File: config.mk
export PLATFORM = sky130hd
export DESIGN_NAME = conv_result_writer_flat
export DESIGN_NICKNAME = d
export VERILOG_FILES = /design/src/rtl/conv_result_writer_if.sv /design/src/rtl/conv_result_writer.sv /design/src/flat_wrapper.sv
export SDC_FILE = /design/constraint.sdc
export NUM_CORES = 1
export LEC_CHECK = 0
export BUFFER_PORTS_ARGS = -buffer_cell sky130_fd_sc_hd__buf_2
export CAP_MARGIN = 20
export CORE_UTILIZATION = 50
export DETAILED_ROUTE_END_ITERATION = 10
export PLACE_DENSITY = 0.69
export SETUP_SLACK_MARGIN = 0.3
export SLEW_MARGIN = 5
export SYNTH_ARGS = -nofsm -noshare
export SYNTH_HDL_FRONTEND = slang
export SYNTH_SLANG_ARGS = --single-unit
export TNS_END_PERCENT = 100
File: constraint.sdc
create_clock -name clk -period 11.5 [get_ports clk]
set_input_delay 2.3 -clock clk [delete_from_list [all_inputs] [get_ports clk]]
set_output_delay 2.3 -clock clk [all_outputs]
set_load 0.005 [all_outputs]
File: src/rtl/conv_result_writer_if.sv
// Handshake/bus bundle between the window address controller side and the result writer.
// The master drives beats and start; the slave (the writer) returns the memory write port.
interface conv_result_writer_if #(
    parameter int unsigned DATA_W = 8,
    parameter int unsigned ACC_W  = 24
);
    logic                     start;
    logic [9:0]               out_base;
    logic                     data_valid;
    logic signed [DATA_W-1:0] img_data;
    logic signed [DATA_W-1:0] w_data;
    logic                     wr_en;
    logic [9:0]               wr_addr;
    logic [ACC_W-1:0]         wr_data;
    logic                     win_done;
    logic                     map_done;
    logic                     busy;

    modport master (
        output start, out_base, data_valid, img_data, w_data,
        input  wr_en, wr_addr, wr_data, win_done, map_done, busy
    );

    modport slave (
        input  start, out_base, data_valid, img_data, w_data,
        output wr_en, wr_addr, wr_data, win_done, map_done, busy
    );
endinterface

File: src/rtl/conv_result_writer.sv
// Multiply-accumulate of TAPS beats per window, one output-memory write per window,
// raster output addressing and window/map completion pulses.
module conv_result_writer #(
    parameter int unsigned IMG_SIZE = 28,
    parameter int unsigned TAPS     = 25,
    parameter int unsigned DATA_W   = 8,
    parameter int unsigned ACC_W    = 24,
    parameter bit          RELU     = 1'b1
) (
    input  logic                  clk,
    input  logic                  rst,
    conv_result_writer_if.slave   bus
);
    localparam int unsigned NumPix = IMG_SIZE * IMG_SIZE;
    localparam int unsigned TapW   = $clog2(TAPS);
    localparam int unsigned ProdW  = 2 * DATA_W;

    typedef enum logic [0:0] {StIdle, StRun} state_e;

    state_e                   state_q, state_d;
    logic signed [ProdW-1:0]  prod_r_q, prod_r_d;
    logic                     prod_v_q, prod_v_d;
    logic signed [ACC_W-1:0]  acc_q, acc_d;
    logic [TapW-1:0]          tap_cnt_q, tap_cnt_d;
    logic [9:0]               pix_cnt_q, pix_cnt_d;
    logic [9:0]               out_addr_q, out_addr_d;
    logic                     wr_en_q, wr_en_d;
    logic [9:0]               wr_addr_q, wr_addr_d;
    logic [ACC_W-1:0]         wr_data_q, wr_data_d;
    logic                     win_done_q, win_done_d;
    logic                     map_done_q, map_done_d;

    logic signed [ACC_W-1:0]  prod_ext;
    logic signed [ACC_W-1:0]  sum;

    assign prod_ext = {{(ACC_W - ProdW){prod_r_q[ProdW-1]}}, prod_r_q};
    assign sum      = acc_q + prod_ext;

    always_comb begin
        state_d    = state_q;
        prod_r_d   = prod_r_q;
        prod_v_d   = 1'b0;
        acc_d      = acc_q;
        tap_cnt_d  = tap_cnt_q;
        pix_cnt_d  = pix_cnt_q;
        out_addr_d = out_addr_q;
        wr_en_d    = 1'b0;
        wr_addr_d  = wr_addr_q;
        wr_data_d  = wr_data_q;
        win_done_d = 1'b0;
        map_done_d = 1'b0;

        unique case (state_q)
            StIdle: begin
                if (bus.start) begin
                    out_addr_d = bus.out_base;
                    acc_d      = '0;
                    tap_cnt_d  = '0;
                    pix_cnt_d  = '0;
                    state_d    = StRun;
                end
            end
            StRun: begin
                prod_r_d = bus.img_data * bus.w_data;
                prod_v_d = bus.data_valid;
                if (prod_v_q) begin
                    if (tap_cnt_q == TapW'(TAPS - 1)) begin
                        // Last tap: the write uses the sum including this product.
                        wr_data_d  = (RELU && sum[ACC_W-1]) ? '0 : sum;
                        wr_en_d    = 1'b1;
                        wr_addr_d  = out_addr_q;
                        acc_d      = '0;
                        tap_cnt_d  = '0;
                        out_addr_d = out_addr_q + 10'd1;
                        pix_cnt_d  = pix_cnt_q + 10'd1;
                        if (pix_cnt_q == 10'(NumPix - 1)) begin
                            map_done_d = 1'b1;
                            state_d    = StIdle;
                        end else begin
                            win_done_d = 1'b1;
                        end
                    end else begin
                        acc_d     = sum;
                        tap_cnt_d = tap_cnt_q + TapW'(1);
                    end
                end
            end
            default: state_d = StIdle;
        endcase
    end

    always_ff @(posedge clk) begin
        if (rst) begin
            state_q    <= StIdle;
            prod_r_q   <= '0;
            prod_v_q   <= 1'b0;
            acc_q      <= '0;
            tap_cnt_q  <= '0;
            pix_cnt_q  <= '0;
            out_addr_q <= '0;
            wr_en_q    <= 1'b0;
            wr_addr_q  <= '0;
            wr_data_q  <= '0;
            win_done_q <= 1'b0;
            map_done_q <= 1'b0;
        end else begin
            state_q    <= state_d;
            prod_r_q   <= prod_r_d;
            prod_v_q   <= prod_v_d;
            acc_q      <= acc_d;
            tap_cnt_q  <= tap_cnt_d;
            pix_cnt_q  <= pix_cnt_d;
            out_addr_q <= out_addr_d;
            wr_en_q    <= wr_en_d;
            wr_addr_q  <= wr_addr_d;
            wr_data_q  <= wr_data_d;
            win_done_q <= win_done_d;
            map_done_q <= map_done_d;
        end
    end

    assign bus.wr_en    = wr_en_q;
    assign bus.wr_addr  = wr_addr_q;
    assign bus.wr_data  = wr_data_q;
    assign bus.win_done = win_done_q;
    assign bus.map_done = map_done_q;
    assign bus.busy     = (state_q == StRun);
endmodule
File: src/flat_wrapper.sv
// flat-port wrapper written by rule: the top's interface ports become plain ports
module conv_result_writer_flat 
#(
    parameter int unsigned IMG_SIZE = 28,
    parameter int unsigned TAPS     = 25,
    parameter int unsigned DATA_W   = 8,
    parameter int unsigned ACC_W    = 24,
    parameter bit          RELU     = 1'b1
)
  (clk, rst, bus_start, bus_out_base, bus_data_valid, bus_img_data, bus_w_data, bus_wr_en, bus_wr_addr, bus_wr_data, bus_win_done, bus_map_done, bus_busy);
  conv_result_writer_if #(.DATA_W(DATA_W), .ACC_W(ACC_W)) bus_i ();
  input  logic clk;
  input  logic rst;
  input wire logic [$bits(bus_i.start)-1:0] bus_start;
  input wire logic [$bits(bus_i.out_base)-1:0] bus_out_base;
  input wire logic [$bits(bus_i.data_valid)-1:0] bus_data_valid;
  input wire logic [$bits(bus_i.img_data)-1:0] bus_img_data;
  input wire logic [$bits(bus_i.w_data)-1:0] bus_w_data;
  output wire logic [$bits(bus_i.wr_en)-1:0] bus_wr_en;
  output wire logic [$bits(bus_i.wr_addr)-1:0] bus_wr_addr;
  output wire logic [$bits(bus_i.wr_data)-1:0] bus_wr_data;
  output wire logic [$bits(bus_i.win_done)-1:0] bus_win_done;
  output wire logic [$bits(bus_i.map_done)-1:0] bus_map_done;
  output wire logic [$bits(bus_i.busy)-1:0] bus_busy;
  assign bus_i.start = bus_start;
  assign bus_i.out_base = bus_out_base;
  assign bus_i.data_valid = bus_data_valid;
  assign bus_i.img_data = bus_img_data;
  assign bus_i.w_data = bus_w_data;
  assign bus_wr_en = bus_i.wr_en;
  assign bus_wr_addr = bus_i.wr_addr;
  assign bus_wr_data = bus_i.wr_data;
  assign bus_win_done = bus_i.win_done;
  assign bus_map_done = bus_i.map_done;
  assign bus_busy = bus_i.busy;
  conv_result_writer #(.IMG_SIZE(IMG_SIZE), .TAPS(TAPS), .DATA_W(DATA_W), .ACC_W(ACC_W), .RELU(RELU)) u_core (.clk(clk), .rst(rst), .bus(bus_i));
endmodule
Word level (Yosys, flattened, before mapping):

Index checks and enable logic that the tools add are counted.

* $mul: 1
* bitwise logic cells: 3
* reduce and logical (&&, ||, !) cells: 6
* equal/unequal tests: 5
* add/sub/neg operators: 4
* muxes and demuxes: 24

Operators with widths (number)
* 24-bit 2-to-1 mux: 3
* 10-bit 2-to-1 mux: 6
* 24-bit one-hot mux with 2 select lines: 1
* 10-bit one-hot mux with 2 select lines: 2
* 24-bit by 16-bit adder with 24-bit output: 1
* 23-bit 2-to-1 mux: 1
* 10-bit by 1-bit adder with 10-bit output (second input constant): 2
* 8-bit by 8-bit multiplier with 16-bit output: 1
* 5-bit 2-to-1 mux: 3
* 10-bit == test (second input constant): 1
* 5-bit one-hot mux with 2 select lines: 1
* 1-bit 2-to-1 mux: 6
* 2-bit != test (second input constant): 3
* 3-bit AND reduction: 2
* 5-bit by 1-bit adder with 5-bit output (second input constant): 1
* 5-bit == test (second input constant): 1
* 4-bit OR reduction: 1
* 1-bit inverter: 3
* 3-bit OR reduction: 1
* 1-bit one-hot mux with 2 select lines: 1
* 2-bit AND reduction: 1
* 2-bit OR reduction: 1

* input port bits: 30
* register bits after elaboration: 104
* logic and storage cells: 55
* output and inout bits: 38

Logic depth before layout (Yosys ltp):

Gate-level depths: netlist of the first run.

* depth after elaboration: 5
* depth in mapped cells: 18

Worst setup path before layout of the first run:

OpenSTA, ideal clock, no wires.

* path kind: input-to-reg
* from: in bus_img_data[7]
* to: reg u_core.prod_r_q[15]
* cell stages on the path: 14
* setup slack: 5.278 ns
* setup time: 0.116 ns
* arrival time: 6.106 ns
* path buffers: 0
* data required time: 11.384 ns
* path through: and2_1 -> fa_1 -> inv_1 -> fa_1 -> inv_1 -> fa_1 -> inv_1 -> fa_1 -> inv_1 -> ha_1 -> and3_1 -> a211oi_1 -> or4_1 -> o211a_1

* word-level cells in the longest chain between the ends: 1

RTL lines
* start: declaration: line flat_wrapper.sv:17 `input wire logic [$bits(bus_i.img_data)-1:0] bus_img_data;`
* 8-bit by 8-bit multiplier with 16-bit output: line conv_result_writer.sv:64 `prod_r_d = bus.img_data * bus.w_data;`
* end signal: assignment: line conv_result_writer.sv:108 `prod_r_q <= prod_r_d;`
* end: declaration: line conv_result_writer.sv:21 `logic signed [ProdW-1:0] prod_r_q, prod_r_d;`

Every way passes these cells.
A chain may end at the register's enable or synchronous reset.

Final worst setup path of the first run:

* from: in bus_img_data[3]
* to: reg u_core.prod_r_q[14]

Same word-level chain as after synthesis.

==> results of run 1 <==
flip-flops by register name (all words and copies together) (netlist names), 5 cells and up:
name / cells
u_core.acc_q: 24
u_core.bus.wr_addr: 10
u_core.bus.wr_data: 23
u_core.out_addr_q: 10
u_core.pix_cnt_q: 10
u_core.prod_r_q: 16
u_core.tap_cnt_q: 5
layer usage:
layer,wire length (um),vias up,GRT usage
met2,7440,93,0.349
met5,0,-,0
met1,7930,2856,0.298
met4,161,0,0.0560
li1,-,3044,-
met3,425,10,0.0278
critical path: stages:
cell and delay [ps]:
buf_2 140, and2_1 180, fa_1 530, inv_1 50, fa_1 470, inv_1 50, fa_1 530, inv_1 50
fa_1 520, inv_1 40, ha_1 320, o21ai_0 120, a21oi_1 110, o21ai_0 180, a21boi_0 140, o21a_1 230
o311ai_0 320, o211ai_1 150
power by group through the flow:
stage                     sequential, mW  clock, mW  combinational [mW]
after floorplan                    0.399          0               0.479
after global placement             0.409          0               0.584
after detailed placement           0.409          0               0.591
after CTS                          0.401      0.338               0.593
after global routing               0.403      0.354               0.676
final                              0.400      0.332               0.581
metrics by stage:
stage,hold WS [ps],area [um2],setup WS (ps),utilization
floorplan,436,7580,5280,-
global placement,439,8070,5000,0.551
detailed placement,442,8070,4930,0.551
CTS,453,8390,5300,0.573
global route,467,8400,4940,0.573
finish,451,8400,5280,0.573
layout make-up:
class,count,area share
multi-input combinational,633,0.601
sequential,103,0.246
timing repair buffer,72,0.0447
inverter,96,0.0429
clock buffer,10,0.0285
tap,184,0.0274
clock inverter,5,0.00983
final timing paths:
check,depth (start not counted),slack [ps],startpoint,endpoint
setup / recovery,18,5280,bus_img_data[3],u_core.prod_r_q[14]
hold / removal,2,450,u_core.bus.wr_addr[4],u_core.bus.wr_addr[4]
setup reg to reg,9,8200,u_core.acc_q[6],u_core.bus.wr_data[5]
hold reg to reg,2,450,u_core.bus.wr_addr[4],u_core.bus.wr_addr[4]
synthesized netlist by cell type, drive strengths merged (5+ instances only):
library cell  number  area, um2
a211oi            12       95.1
a21boi             5       37.5
a21o               5       37.5
a21oi             52        260
a22o              12        105
a22oi             17        128
a32o              19        198
and2              48        303
and3               6       37.5
buf                7       45.0
clkbuf            20       75.1
dfxtp            103       2060
fa                56       1120
ha                56        701
inv               96        360
mux2i              9       90.1
nand2             70        263
nand3             18       90.1
nor2              83        312
nor2b              8       50.1
nor3              13       65.1
o21a               5       37.5
o21ai             23        115
or3                8       50.1
xnor2             28        245
xor2              16        140
kinds of logic after synthesis:
group	after synthesis	synth area share
AOI/OAI and AO/OA	184	0.174
xor gates and xnor gates	46	0.0569
adders and majority gates	112	0.240
buffers and inverters	123	0.0633
DFF	103	0.272
muxes	11	0.0148
other	1	0.000494
and+or+nand+nor	279	0.178
==> results.cfg, run 1 <==
[yosys]
ys_warn_count = 0
avgSynthCellArea_um2 = 8.83
yosysSeqAreaShare = 0.272
synthesis.nets = 1001
synthArstFlopShare = 0
synth.cell_area_mm2 = 0.00758
synthCells = 859
ys_ff_latch = 103
ys_types = 67
ys.flop_type = dfxtp_1
synth_edf_count = 0

[timing]
hold_viol_final = 0
tightest_slew_ps = 970
slew_viol_final = 0
grt_setup_unrepaired = no
fin_worst_skew_ps = 9.30
fin_crit_sh = 0.541
setup_viol = 0
finalCriticalPeriod_ps = 6220
max_slew_margin = 0.353
fin_setup_tns_ps = 0
max_freq_mhz = 161

[placement]
post-place-cells = 1087
dp_hpwl_mm = 12.0
finalWeightedCongestion = 0.867
io_buffers = 66

[route]
drt_iter0_drc = 306
vias = 6003
drt_pass1_iterations = 6
postRouteAntennaNets = 0
vias_per_cell = 5.44
avgRoutedWirePerCell_um = 14.5
drc = 0
wirelength_mm = 16.0

[clocking]
clock_path_buffers = 2
clkSinkCount = 103
cts_setup_buffers = 0
cts_made_buffers = 9
cts-root-buf = clkbuf_16
cts_tree = yes
path_clk_slew_ps = 70
cts_resized = 0
cts_hold_buffers = 0
htree_levels = 3
clock_latency_ps = 350

[cells_and_area]
final_cell_mix = dfxtp_1 (103), inv_1 (96), nor2_1 (82)
drive_gt1_frac = 0.119
mostFrequentLayoutCell = dfxtp_1
ff_latch_area_mm2 = 0.00206
multi_input_area_mm2 = 0.00505
finish.net_count = 1057
n_antenna_cell = 0
synthToLayoutAreaGrowth_pct = 10.7
final_cells = 1103
final.fill_count = 1396

[critical_path]
critPathLaunchType = primary input
required_ps = 11720
end_kind = flop
worstPathArrival_ps = 6440
critPathMaxFanout = 8
setup.worst_path.class = in -> reg

[global_routing]
grt_usage = 0.213
antenna_found_initial = 0
grt_overflow_total = 0
grt_max_degree = 69
grt_pass1_vias = 5678
grt_pass1_wl_mm = 27.2

[floorplan]
core_area_mm2 = 0.0146
design.die.area_mm2 = 0.0157
dieHeight_um = 125
rows = 44
ios = 68
die_w_um = 125
initial_core_util = 0.518

[min_path]
hold_class = reg -> reg

[power]
power_frac_clock = 0.253
peakVddDrop_uv = 90.3
leakage_nw = 3.77
comb_power_share = 0.442
finalPower_mw = 1.31
p_sw_mw = 0.484
swShare = 0.368
seqPwrFrac = 0.305
powerDensity_mw_per_mm2 = 156
p_int_mw = 0.830

[outcome]
status = completed

[flow_run]
cap_violations = 0
Note: power is estimated with default switching activity, not from simulation.
==> inputs of run 2 (changes only) <==
Clock period 11.5 ns to 6.1 ns, I/O delays scaled along.
==> results.cfg, run 2 (same netlist as run 1, synthesis figures left out) <==
[outcome]
status = completed

[critical_path]
setup.worst_path.class = in -> reg
crit_chain = buf_2 > and2_1 > fa_1 > inv_1 > fa_1 > inv_1 > fa_1 > inv_1 > fa_1 > inv_1 > ha_1 > o21ai_0 > a21oi_1 > o21ai_0 > a21boi_0 > o21a_1 > o311ai_0 > o211ai_1
end_kind = flop
max_stage_delay_ps = 530
critPathLaunchType = primary input
worstPathArrival_ps = 5340
required_ps = 6330
crit_slowest_cell = fa_1
critPathMaxFanout = 8

[clocking]
cts_setup_buffers = 0
clock_path_buffers = 2
cts_resized = 0
htree_levels = 3
clock_latency_ps = 360
cts-root-buf = clkbuf_16
cts_made_buffers = 9
clkSinkCount = 103
path_clk_slew_ps = 70
cts_tree = yes
cts_hold_buffers = 0

[cells_and_area]
finish.net_count = 1057
n_antenna_cell = 0
drive_gt1_frac = 0.120
largest_reg_flops = 24
final.fill_count = 1364
finalInstanceArea_mm2 = 0.00839
final_cell_mix = dfxtp_1 (103), inv_1 (96), nor2_1 (82)
synthToLayoutAreaGrowth_pct = 10.7
regMostFlops = u_core.acc_q
mostFrequentLayoutCell = dfxtp_1

[timing]
slew_viol_final = 0
hold_viol_final = 0
fin_crit_sh = 0.839
finalCriticalPeriod_ps = 5120
holdWs_ps = 452
fin_setup_tns_ps = 0
max_freq_mhz = 195
setup_viol = 0
max_slew_margin = 0.343
tightest_slew_ps = 985
grt_setup_unrepaired = no
fin_worst_skew_ps = 9.07

[route]
drt_iter0_drc = 280
routed-wl-met3_um = 455
vias_per_cell = 5.36
vias = 5917
drc = 0
dr.max_layer_used = met4
wl_met1_mm = 7.89
postRouteAntennaNets = 0
wl_met2_mm = 7.24
wirelength_mm = 15.8
avgRoutedWirePerCell_um = 14.3
drt_pass1_iterations = 6

[placement]
finalWeightedCongestion = 0.883
place_area_mm2 = 0.00808
dp_hpwl_mm = 12.0
io_buffers = 66

[global_routing]
grt_overflow_total = 0
grt_pass1_vias = 5731
grt_usage = 0.214
grt_pass1_wl_mm = 27.1
grt_max_degree = 69
antenna_found_initial = 0

[floorplan]
core_area_mm2 = 0.0146
die_w_um = 125
dieHeight_um = 125
rows = 44
initial_core_util = 0.518
design.die.area_mm2 = 0.0157
ios = 68

[min_path]
hold_class = reg -> reg

[flow_run]
cap_violations = 0

[power]
leakage_nw = 3.77
powerDensity_mw_per_mm2 = 295
peakVddDrop_uv = 185
finalPower_mw = 2.47
## run 2: worst max-delay path, delay by kind of cell
kind | cells | cell delay, ps
and+or+nand+nor | 1 | 180
adders and majority gates | 5 | 2370
AOI/OAI and AO/OA | 7 | 1230
buffers and inverters | 5 | 340
## run 2: final timing paths
kind	from	endpoint	slack, ps	cells past startpoint
setup / recovery	bus_img_data[3]	u_core.prod_r_q[14]	980	18
hold / removal	u_core.bus.wr_addr[4]	u_core.bus.wr_addr[4]	450	2
setup reg to reg	u_core.acc_q[0]	u_core.bus.wr_data[22]	2810	10
hold reg to reg	u_core.bus.wr_addr[4]	u_core.bus.wr_addr[4]	450	2
## run 2: per-stage QoR
| step | utilization | setup WS, ps | std cells |
|---|---|---|---|
| floorplan | - | 958 | 859 |
| global placement | 0.552 | 680 | 1088 |
| detailed placement | 0.552 | 584 | 1088 |
| CTS | 0.573 | 974 | 1104 |
| global route | 0.573 | 719 | 1104 |
| finish | 0.573 | 984 | 1104 |
## run 2: final cells by class
cell class                      count  area, um2  area share
Clock buffer                       12        267      0.0317
Clock inverter                      4       51.3     0.00611
Inverter                           96        360      0.0429
Multi-Input combinational cell    633       5050       0.601
Sequential cell                   103       2060       0.246
Tap cell                          184        230      0.0274
Timing Repair Buffer               72        375      0.0447
## run 2: metal layers
layer  GRT usage  vias to the layer above
li1            -                     3058
met1       0.295                     2774
met2       0.345                       75
met3      0.0372                       10
met4      0.0588                        0
met5           0                        -
## run 2: report_power, final
part,switching [mW],internal [mW]
Combinational,0.620,0.487
Sequential,0.0429,0.712
Clock,0.259,0.353
==> inputs of run 3 (changes only) <==
Settings changed: PLACE_DENSITY 0.69 to 0.72.
Clock period 6.1 ns to 4.5 ns, I/O delays scaled along.
==> results.cfg, run 3 (same netlist as run 1, synthesis figures left out) <==
[outcome]
status = completed

[min_path]
hold_path_end = u_core.bus.wr_addr[5]
min_from = u_core.bus.wr_addr[5]
hold_class = reg -> reg
hold_depth = 2

[flow_run]
cap_violations = 0

[timing]
fin_worst_skew_ps = 8.77
hold_viol_final = 0
slew_viol_final = 0
max_freq_mhz = 223
grt_setup_unrepaired = yes
max_slew_margin = 0.413
setup_viol = 0
fin_crit_sh = 0.994
tightest_slew_ps = 880
finalCriticalPeriod_ps = 4480
fin_setup_tns_ps = 0
holdWs_ps = 455

[cells_and_area]
finish.net_count = 1116
final_cell_mix = dfxtp_1 (103), inv_1 (81), nor2_1 (81)
drive_gt1_frac = 0.228
regMostFlops = u_core.acc_q
n_antenna_cell = 0
largest_reg_flops = 24
synthToLayoutAreaGrowth_pct = 20.8
final.fill_count = 1260
final_cells = 1163
mostFrequentLayoutCell = dfxtp_1

[floorplan]
design.die.area_mm2 = 0.0157
core_area_mm2 = 0.0146
dieHeight_um = 125
die_w_um = 125
initial_core_util = 0.518
rows = 44
ios = 68

[critical_path]
r2r_start = u_core.acc_q[0]
critPathLaunchType = primary input
crit_chain = clkbuf_4 > nand2_1 > fa_1 > inv_1 > ha_1 > ha_4 > inv_2 > fa_1 > inv_1 > ha_1 > a21o_1 > a21o_1 > a21oi_2 > o21ai_2 > and2_4 > buf_4 > a211oi_2 > xor2_1 > o22ai_1
max_stage_delay_ps = 540
setup.worst_path.class = in -> reg
worstPathArrival_ps = 4700
r2r_slack_ps = 1210
rr_worst_depth = 10
critPathMaxFanout = 6
required_ps = 4730
reg2reg_to = u_core.bus.wr_data[22]
crit_slowest_cell = fa_1
end_kind = flop

[placement]
io_buffers = 66
finalWeightedCongestion = 0.892
dp_hpwl_mm = 12.5
post-place-cells = 1133

[route]
drc = 0
drt_pass1_iterations = 7
vias_per_cell = 5.44
postRouteAntennaNets = 0
vias = 6321
avgRoutedWirePerCell_um = 14.7
wirelength_mm = 17.1
drt_iter0_drc = 415

[clocking]
cts_made_buffers = 9
cts_tree = yes
cts_hold_buffers = 0
clock_latency_ps = 360
htree_levels = 3
clock_path_buffers = 2
clkSinkCount = 103
path_clk_slew_ps = 80
cts-root-buf = clkbuf_16

[global_routing]
grt_pass1_vias = 6036
antenna_found_initial = 0
grt_usage = 0.218
grt_max_degree = 43
grt_pass1_wl_mm = 28.1
grt_overflow_total = 0

[power]
peakVddDrop_uv = 298
leakage_nw = 4.10
powerDensity_mw_per_mm2 = 451
run 3: changes by cell type in the layout (fill, tap and decap cells not counted), sizes merged:
cell	change
bufinv	+1
clkinv	+1
buf	+58
clkbuf	-2
inv	+1
run 3: routing by layer:
layer / vias up / GRT usage / share of wire
met5: - / 0 / 0
met4: 0 / 0.0574 / 0.012
met3: 14 / 0.0240 / 0.024
met1: 3030 / 0.287 / 0.48
met2: 108 / 0.379 / 0.49
li1: 3169 / - / -
run 3: power by group:
part	internal, mW	switching, mW	leakage [nW]
Sequential	0.965	0.0668	0.834
Combinational	1.14	1.12	3.11
Clock	0.493	0.354	0.157
Total	2.60	1.54	4.10
run 3: cell type report:
cell class | instances | area (um2) | area share
clock buffer | 9 | 225 | 0.0246
clock inverter | 7 | 103 | 0.0112
inverter | 96 | 360 | 0.0393
multi-input combinational | 633 | 5290 | 0.577
sequential | 103 | 2060 | 0.225
tap | 184 | 230 | 0.0251
timing repair buffer | 131 | 896 | 0.0977
run 3: timing repair:
item | in CTS | in global routing
setup endpoints to repair | 6 | 10
pin swaps | 44 | 35
gates resized for setup | 33 | 39
buffers inserted | 9 | 5
run 3: per-stage QoR:
step | instance area (um2) | power [mW] | utilization | setup WS (ps)
4_1_cts | 8990 | 3.97 | 0.614 | 30.2
3_3_place_gp | 8490 | 2.88 | 0.579 | -366
6_report | 9170 | 4.13 | 0.626 | 24.9
5_1_grt | 9170 | 4.45 | 0.626 | -134
3_5_place_dp | 8490 | 2.92 | 0.579 | -459
2_1_floorplan | 7660 | 2.37 | - | -130
run 3: worst max-delay path by stage:
stage	startpoint	to	slack (ps)
CTS	bus_w_data[0]	u_core.prod_r_q[12]	30
global route	bus_w_data[1]	u_core.prod_r_q[14]	-130
floorplan	bus_w_data[2]	u_core.prod_r_q[15]	-130
detailed placement	bus_w_data[4]	u_core.prod_r_q[12]	-460
global placement	bus_w_data[2]	u_core.prod_r_q[15]	-370
finish	bus_img_data[1]	u_core.prod_r_q[13]	20
run 3: worst max-delay path, delay by kind of cell:
kind	cells	cell delay (ps)
AND/OR/NAND/NOR	2	240
AO/OA/AOI/OAI	6	1000
buffers and inverters	5	410
adder cells (fa/ha/maj)	5	1970
XOR/XNOR	1	180
